File: src/rtl/sort_pkg.sv
// Shared types and default sizes for the sort engine front end, datapath and control unit.
package sort_pkg;

  localparam int unsigned WIDTH_DEF     = 8;
  localparam int unsigned DEPTH_DEF     = 8;
  localparam int unsigned ADDR_W_DEF    = 3;
  localparam int unsigned DB_CYCLES_DEF = 16;

  typedef enum logic [1:0] {
    IDLE = 2'd0,
    FILL = 2'd1,
    FULL = 2'd2
  } load_state_e;

endpackage

File: src/rtl/sort_loader_if.sv
// Operator-side inputs and memory/control-side outputs of the sort loader.
interface sort_loader_if
  import sort_pkg::*;
#(
  parameter int unsigned WIDTH  = WIDTH_DEF,
  parameter int unsigned ADDR_W = ADDR_W_DEF
);

  logic              btn_raw;
  logic [WIDTH-1:0]  sw_data;
  logic              restart;
  logic              enter;
  logic              wr_en;
  logic [ADDR_W-1:0] wr_addr;
  logic [WIDTH-1:0]  wr_data;
  logic [ADDR_W:0]   count;
  logic              counted;

  // Environment side: drives the button, switches and restart.
  modport master (
    output btn_raw, sw_data, restart,
    input  enter, wr_en, wr_addr, wr_data, count, counted
  );

  // Loader side.
  modport slave (
    input  btn_raw, sw_data, restart,
    output enter, wr_en, wr_addr, wr_data, count, counted
  );

endinterface

File: src/rtl/btn_debounce.sv
// Two-flop synchronizer, stable-count debouncer and rising-edge detector for the ENTER button.
module btn_debounce #(
  parameter int unsigned DB_CYCLES = 16
) (
  input  logic clk,
  input  logic rst,
  input  logic btn_raw,
  output logic press
);

  localparam int unsigned DC_W = $clog2(DB_CYCLES);

  logic            s1;
  logic            s;
  logic            db;
  logic            db_q;
  logic [DC_W-1:0] dc;

  // A level change is accepted only after DB_CYCLES consecutive cycles of disagreement.
  always_ff @(posedge clk) begin
    if (rst) begin
      s1   <= 1'b0;
      s    <= 1'b0;
      db   <= 1'b0;
      db_q <= 1'b0;
      dc   <= '0;
    end else begin
      s1   <= btn_raw;
      s    <= s1;
      db_q <= db;
      if (s == db) begin
        dc <= '0;
      end else if (dc == DC_W'(DB_CYCLES - 1)) begin
        db <= s;
        dc <= '0;
      end else begin
        dc <= dc + DC_W'(1);
      end
    end
  end

  assign press = db & ~db_q;

endmodule

File: src/rtl/sort_loader.sv
// Input stage of the sort engine: first press starts the control unit, later presses load
// switch values into sequential memory words until DEPTH words are stored.
module sort_loader
  import sort_pkg::*;
#(
  parameter int unsigned WIDTH     = WIDTH_DEF,
  parameter int unsigned DEPTH     = DEPTH_DEF,
  parameter int unsigned ADDR_W    = ADDR_W_DEF,
  parameter int unsigned DB_CYCLES = DB_CYCLES_DEF
) (
  input  logic         clk,
  input  logic         rst,
  sort_loader_if.slave bus
);

  localparam int unsigned CNT_W = ADDR_W + 1;

  logic              press;
  load_state_e       state,     state_n;
  logic              enter_q,   enter_n;
  logic              wr_en_q,   wr_en_n;
  logic [ADDR_W-1:0] wr_addr_q, wr_addr_n;
  logic [WIDTH-1:0]  wr_data_q, wr_data_n;
  logic [CNT_W-1:0]  count_q,   count_n;
  logic              counted_q, counted_n;

  btn_debounce #(
    .DB_CYCLES (DB_CYCLES)
  ) u_debounce (
    .clk     (clk),
    .rst     (rst),
    .btn_raw (bus.btn_raw),
    .press   (press)
  );

  always_ff @(posedge clk) begin
    if (rst) begin
      state     <= IDLE;
      enter_q   <= 1'b0;
      wr_en_q   <= 1'b0;
      wr_addr_q <= '0;
      wr_data_q <= '0;
      count_q   <= '0;
      counted_q <= 1'b0;
    end else begin
      state     <= state_n;
      enter_q   <= enter_n;
      wr_en_q   <= wr_en_n;
      wr_addr_q <= wr_addr_n;
      wr_data_q <= wr_data_n;
      count_q   <= count_n;
      counted_q <= counted_n;
    end
  end

  // Next state and next registered outputs; strobes default low, address/data hold.
  always_comb begin
    state_n   = state;
    enter_n   = 1'b0;
    wr_en_n   = 1'b0;
    wr_addr_n = wr_addr_q;
    wr_data_n = wr_data_q;
    count_n   = count_q;
    counted_n = counted_q;
    case (state)
      IDLE: begin
        counted_n = 1'b0;
        if (press) begin
          enter_n = 1'b1;
          state_n = FILL;
        end
      end
      FILL: begin
        if (press) begin
          wr_en_n   = 1'b1;
          wr_addr_n = count_q[ADDR_W-1:0];
          wr_data_n = bus.sw_data;
          count_n   = count_q + CNT_W'(1);
          if (count_q == CNT_W'(DEPTH - 1)) begin
            state_n = FULL;
          end
        end
      end
      FULL: begin
        // restart takes priority over any coincident press
        if (bus.restart) begin
          state_n   = IDLE;
          count_n   = '0;
          counted_n = 1'b0;
        end else begin
          counted_n = 1'b1;
        end
      end
      default: begin
        state_n   = IDLE;
        count_n   = '0;
        counted_n = 1'b0;
      end
    endcase
  end

  assign bus.enter   = enter_q;
  assign bus.wr_en   = wr_en_q;
  assign bus.wr_addr = wr_addr_q;
  assign bus.wr_data = wr_data_q;
  assign bus.count   = count_q;
  assign bus.counted = counted_q;

endmodule

File: src/flat_wrapper.sv
// flat-port wrapper written by rule: the top's interface ports become plain ports
module sort_loader_flat import sort_pkg::*;
#(
  parameter int unsigned WIDTH     = WIDTH_DEF,
  parameter int unsigned DEPTH     = DEPTH_DEF,
  parameter int unsigned ADDR_W    = ADDR_W_DEF,
  parameter int unsigned DB_CYCLES = DB_CYCLES_DEF
)
  (clk, rst, bus_btn_raw, bus_sw_data, bus_restart, bus_enter, bus_wr_en, bus_wr_addr, bus_wr_data, bus_count, bus_counted);
  sort_loader_if #(.WIDTH(WIDTH), .ADDR_W(ADDR_W)) bus_i ();
  input  logic clk;
  input  logic rst;
  input wire logic [$bits(bus_i.btn_raw)-1:0] bus_btn_raw;
  input wire logic [$bits(bus_i.sw_data)-1:0] bus_sw_data;
  input wire logic [$bits(bus_i.restart)-1:0] bus_restart;
  output wire logic [$bits(bus_i.enter)-1:0] bus_enter;
  output wire logic [$bits(bus_i.wr_en)-1:0] bus_wr_en;
  output wire logic [$bits(bus_i.wr_addr)-1:0] bus_wr_addr;
  output wire logic [$bits(bus_i.wr_data)-1:0] bus_wr_data;
  output wire logic [$bits(bus_i.count)-1:0] bus_count;
  output wire logic [$bits(bus_i.counted)-1:0] bus_counted;
  assign bus_i.btn_raw = bus_btn_raw;
  assign bus_i.sw_data = bus_sw_data;
  assign bus_i.restart = bus_restart;
  assign bus_enter = bus_i.enter;
  assign bus_wr_en = bus_i.wr_en;
  assign bus_wr_addr = bus_i.wr_addr;
  assign bus_wr_data = bus_i.wr_data;
  assign bus_count = bus_i.count;
  assign bus_counted = bus_i.counted;
  sort_loader #(.WIDTH(WIDTH), .DEPTH(DEPTH), .ADDR_W(ADDR_W), .DB_CYCLES(DB_CYCLES)) u_core (.clk(clk), .rst(rst), .bus(bus_i));
endmodule
File: config.mk
export PLATFORM = sky130hd
export DESIGN_NAME = sort_loader_flat
export DESIGN_NICKNAME = d
export VERILOG_FILES = /design/src/rtl/sort_pkg.sv /design/src/rtl/sort_loader_if.sv /design/src/rtl/btn_debounce.sv /design/src/rtl/sort_loader.sv /design/src/flat_wrapper.sv
export SDC_FILE = /design/constraint.sdc
export NUM_CORES = 1
export LEC_CHECK = 0
export CORE_MARGIN = 2
export CORE_UTILIZATION = 45
export DETAILED_ROUTE_END_ITERATION = 8
export GPL_ROUTABILITY_DRIVEN = 0
export PLACE_DENSITY_LB_ADDON = 0.2
export SETUP_SLACK_MARGIN = 0.1
export SLEW_MARGIN = 0
export SYNTH_ARGS = -nofsm -noshare
export SYNTH_HDL_FRONTEND = slang
export SYNTH_SLANG_ARGS = --single-unit
File: constraint.sdc
create_clock -name clk -period 1.38 [get_ports clk]
set_input_delay 0.138 -clock clk [delete_from_list [all_inputs] [get_ports clk]]
set_output_delay 0.138 -clock clk [all_outputs]
set_load 0.005 [all_outputs]
==> reports/results.ini <==
[synthesis]
yosysSeqAreaShare_pct=53.1
async_flop_share_pct=0
syn-cell-area_um2=1050
synth_seq_cells=28
syn_inst=116
ys_types=25
synth_edf_count=0
yosysWarnings=0
synth_flop_cell=dfxtp_1
synth_nets=130
syn_area_per_cell_um2=9.09

[pwr]
p_per_area_nw_per_um2=811
ir_drop_mv=0.678
cellLeakagePower_uw=0.000704

[min_path]
hold_path_end=u_core.bus.wr_data[1]$_SDFFE_PP0P_
hp-class=primary input to register
hold_depth=3
holdCritStartpoint=bus_sw_data[1]

[grt]
grt_antenna_before_repair=0
grt_pass1_wl_um=3880
first_global_vias=907
groute.usage.overall_pct=19.0
grt.overflow.total=0
grt_start_max_net_pins=16

[timing]
rsz0062_at_grt=true
slew_violations=0
tns_ps=0
finalSetupViolCount=0
tightestPinTransition_ps=300
clock_skew_ps=5.42
post-route-period-util_pct=97.3
hold_ws_ps=339
max_freq_ghz=0.745
timing.final.ws_setup_ps=37.9
relSlewSlack_pct=79.9
hold_viol_final=0
period_needed_ps=1340

[setup_path]
reg2reg_to=u_core.bus.count[0]$_SDFFE_PP0P_
crit_family=simple AND/OR/NAND/NOR gates
cp_slowest_cell=and4bb_2
required_ps=1600
cpPeakStageDelay_ps=390
path_cells=and4bb_2 > buf_4 > nor2_1 > a211oi_1
cp-end-kind=register
arrival_ps=1560
reg2reg_from=u_core.u_debounce.db_q$_SDFF_PP0_
rrSetupSlack_ps=40
cp_num_buf_inv=1
critical_path_class=register to register
cp_max_fo=6
critPathLaunchType=register
worstRegToRegCells=4

[routing]
postRouteWirelength_um=2420
avgRoutedWirePerCell_um=12.8
drt-initial-drc-count=13
ant_nets=0
drc=0
num_vias=968
viasPerCell=5.12
first_pass_iters=6

[floorplanning]
dieWidth_um=52.4
num_rows=17
die_area_um2=2750
core-area_um2=2210
io_pins=30
die_h_um=52.4
start_util_pct=47.7

[finish]
multi_input_area_um2=472
regArea_um2=588
nets=176
area_delta_synth_final_pct=46.9
final_common_cell=nand2_1
mostFrequentLayoutCells=27 x nand2_1, 17 x dlygate4sd2_1, 16 x buf_4
fillCellCount=169
final_area_um2=1550
n_antenna_cell=0
stdcell_count=189
drive_gt1_share_pct=25.5

[cts]
clock_path_buffers=2
cts_root_buf=clkbuf_4
insertion_delay_ps=320
cts_tree=built
path_clk_slew_ps=150
holdBufCountCts=0
htree_num_levels=1
cts.sinks=28
cts_buffers=3

[placed_design]
hpwlAfterDp_um=1530
placed_area_um2=1420
pre_cts_slack_ps=128
placedCellCount=176
portBuffers=29

[flow_run]
maxCapViolations=0

[outcome]
outcome=completed

==> power breakdown <==
| group | internal (µW) | total [µW] | switching, µW |
|---|---|---|---|
| Sequential | 806 | 808 | 1.79 |
| Clock | 161 | 395 | 234 |
| Combinational | 35.0 | 53.8 | 18.8 |
| Total | 1000 | 1260 | 255 |
==> metal layers <==
metal  vias up  GRT usage [%]  wire length, µm
met3         6           3.71              119
met4         0           9.40               49
met5         -              0                0
met2        33           31.9             1230
li1        483              -                -
met1       446           22.9             1020
==> sequential cells by signal, indices dropped and copies added (netlist names), 2 cells and up <==
name,flops
u_core.bus.count,4
u_core.bus.wr_addr,3
u_core.bus.wr_data,8
u_core.state,2
u_core.u_debounce.dc,4
==> worst register-to-register path, cell delays in order, from the launching register on <==
cell	delay (ps)
dfxtp_1	360
and4bb_2	390
buf_4	150
nor2_1	50
a211oi_1	300
==> per-stage QoR <==
stage | util (%) | total power (µW)
3_5_place_dp | 64.0 | 886
3_3_place_gp | 64.0 | 885
6_report | 70.0 | 1260
4_1_cts | 69.6 | 1260
2_1_floorplan | - | 845
5_1_grt | 70.0 | 1300
==> synth_stat cells, drive strengths merged (2+ instances only) <==
library cell  instances  area, µm²
xor2                  3       26.3
and3b                 3       26.3
ha                    2       25.0
buf                   3       20.0
dfxtp                28        561
o21ai                 2       10.0
nand3                 3       15.0
a21oi                13       65.1
nor2                  9       33.8
clkbuf                3       11.3
nand2                27        101
nand3b                4       30.0
a31oi                 2       12.5
nor2b                 4       25.0
==> cell families (layout without fill, tap and decap cells) <==
logic type / count (synthesis) / after routing / synth area share (%)
AO/OA/AOI/OAI: 21 / 21 / 12.1
flip-flops: 28 / 28 / 53.1
multiplexers: 1 / 1 / 0.949
XOR/XNOR: 3 / 3 / 2.49
AND/OR/NAND/NOR: 54 / 54 / 25.6
buffers and inverters: 7 / 52 / 3.32
adder cells (fa/ha/maj): 2 / 2 / 2.37
==> final cells by class <==
cell class	count	share of cell area, %
clock buffers	4	2.34
repair buffers	47	26.7
multi-input cells	81	30.5
flip-flops and latches	28	38.0
inverters	1	0.242
well taps	28	2.26
==> worst max-delay path by stage <==
stage | cells past startpoint | slack (ps) | from | to
4_1_cts | 1 | 50 | u_core.bus.count[2]$_SDFFE_PP0P_ | bus_count[2]
6_report | 4 | 40 | u_core.u_debounce.db_q$_SDFF_PP0_ | u_core.bus.count[0]$_SDFFE_PP0P_
2_1_floorplan | 5 | 190 | u_core.state[0]$_SDFFE_PP0P_ | u_core.bus.count[3]$_SDFFE_PP0P_
5_1_grt | 4 | 8 | u_core.u_debounce.db_q$_SDFF_PP0_ | u_core.bus.count[0]$_SDFFE_PP0P_
3_5_place_dp | 4 | 130 | bus_restart | u_core.bus.count[3]$_SDFFE_PP0P_
3_3_place_gp | 3 | 160 | u_core.u_debounce.db_q$_SDFF_PP0_ | u_core.bus.count[3]$_SDFFE_PP0P_
==> timing repair <==
item	CTS	global route
pin swaps	2	2
buffers inserted	8	1
setup endpoints to repair	19	13
gates resized for setup	40	3
(Power assumes the default switching activity.)
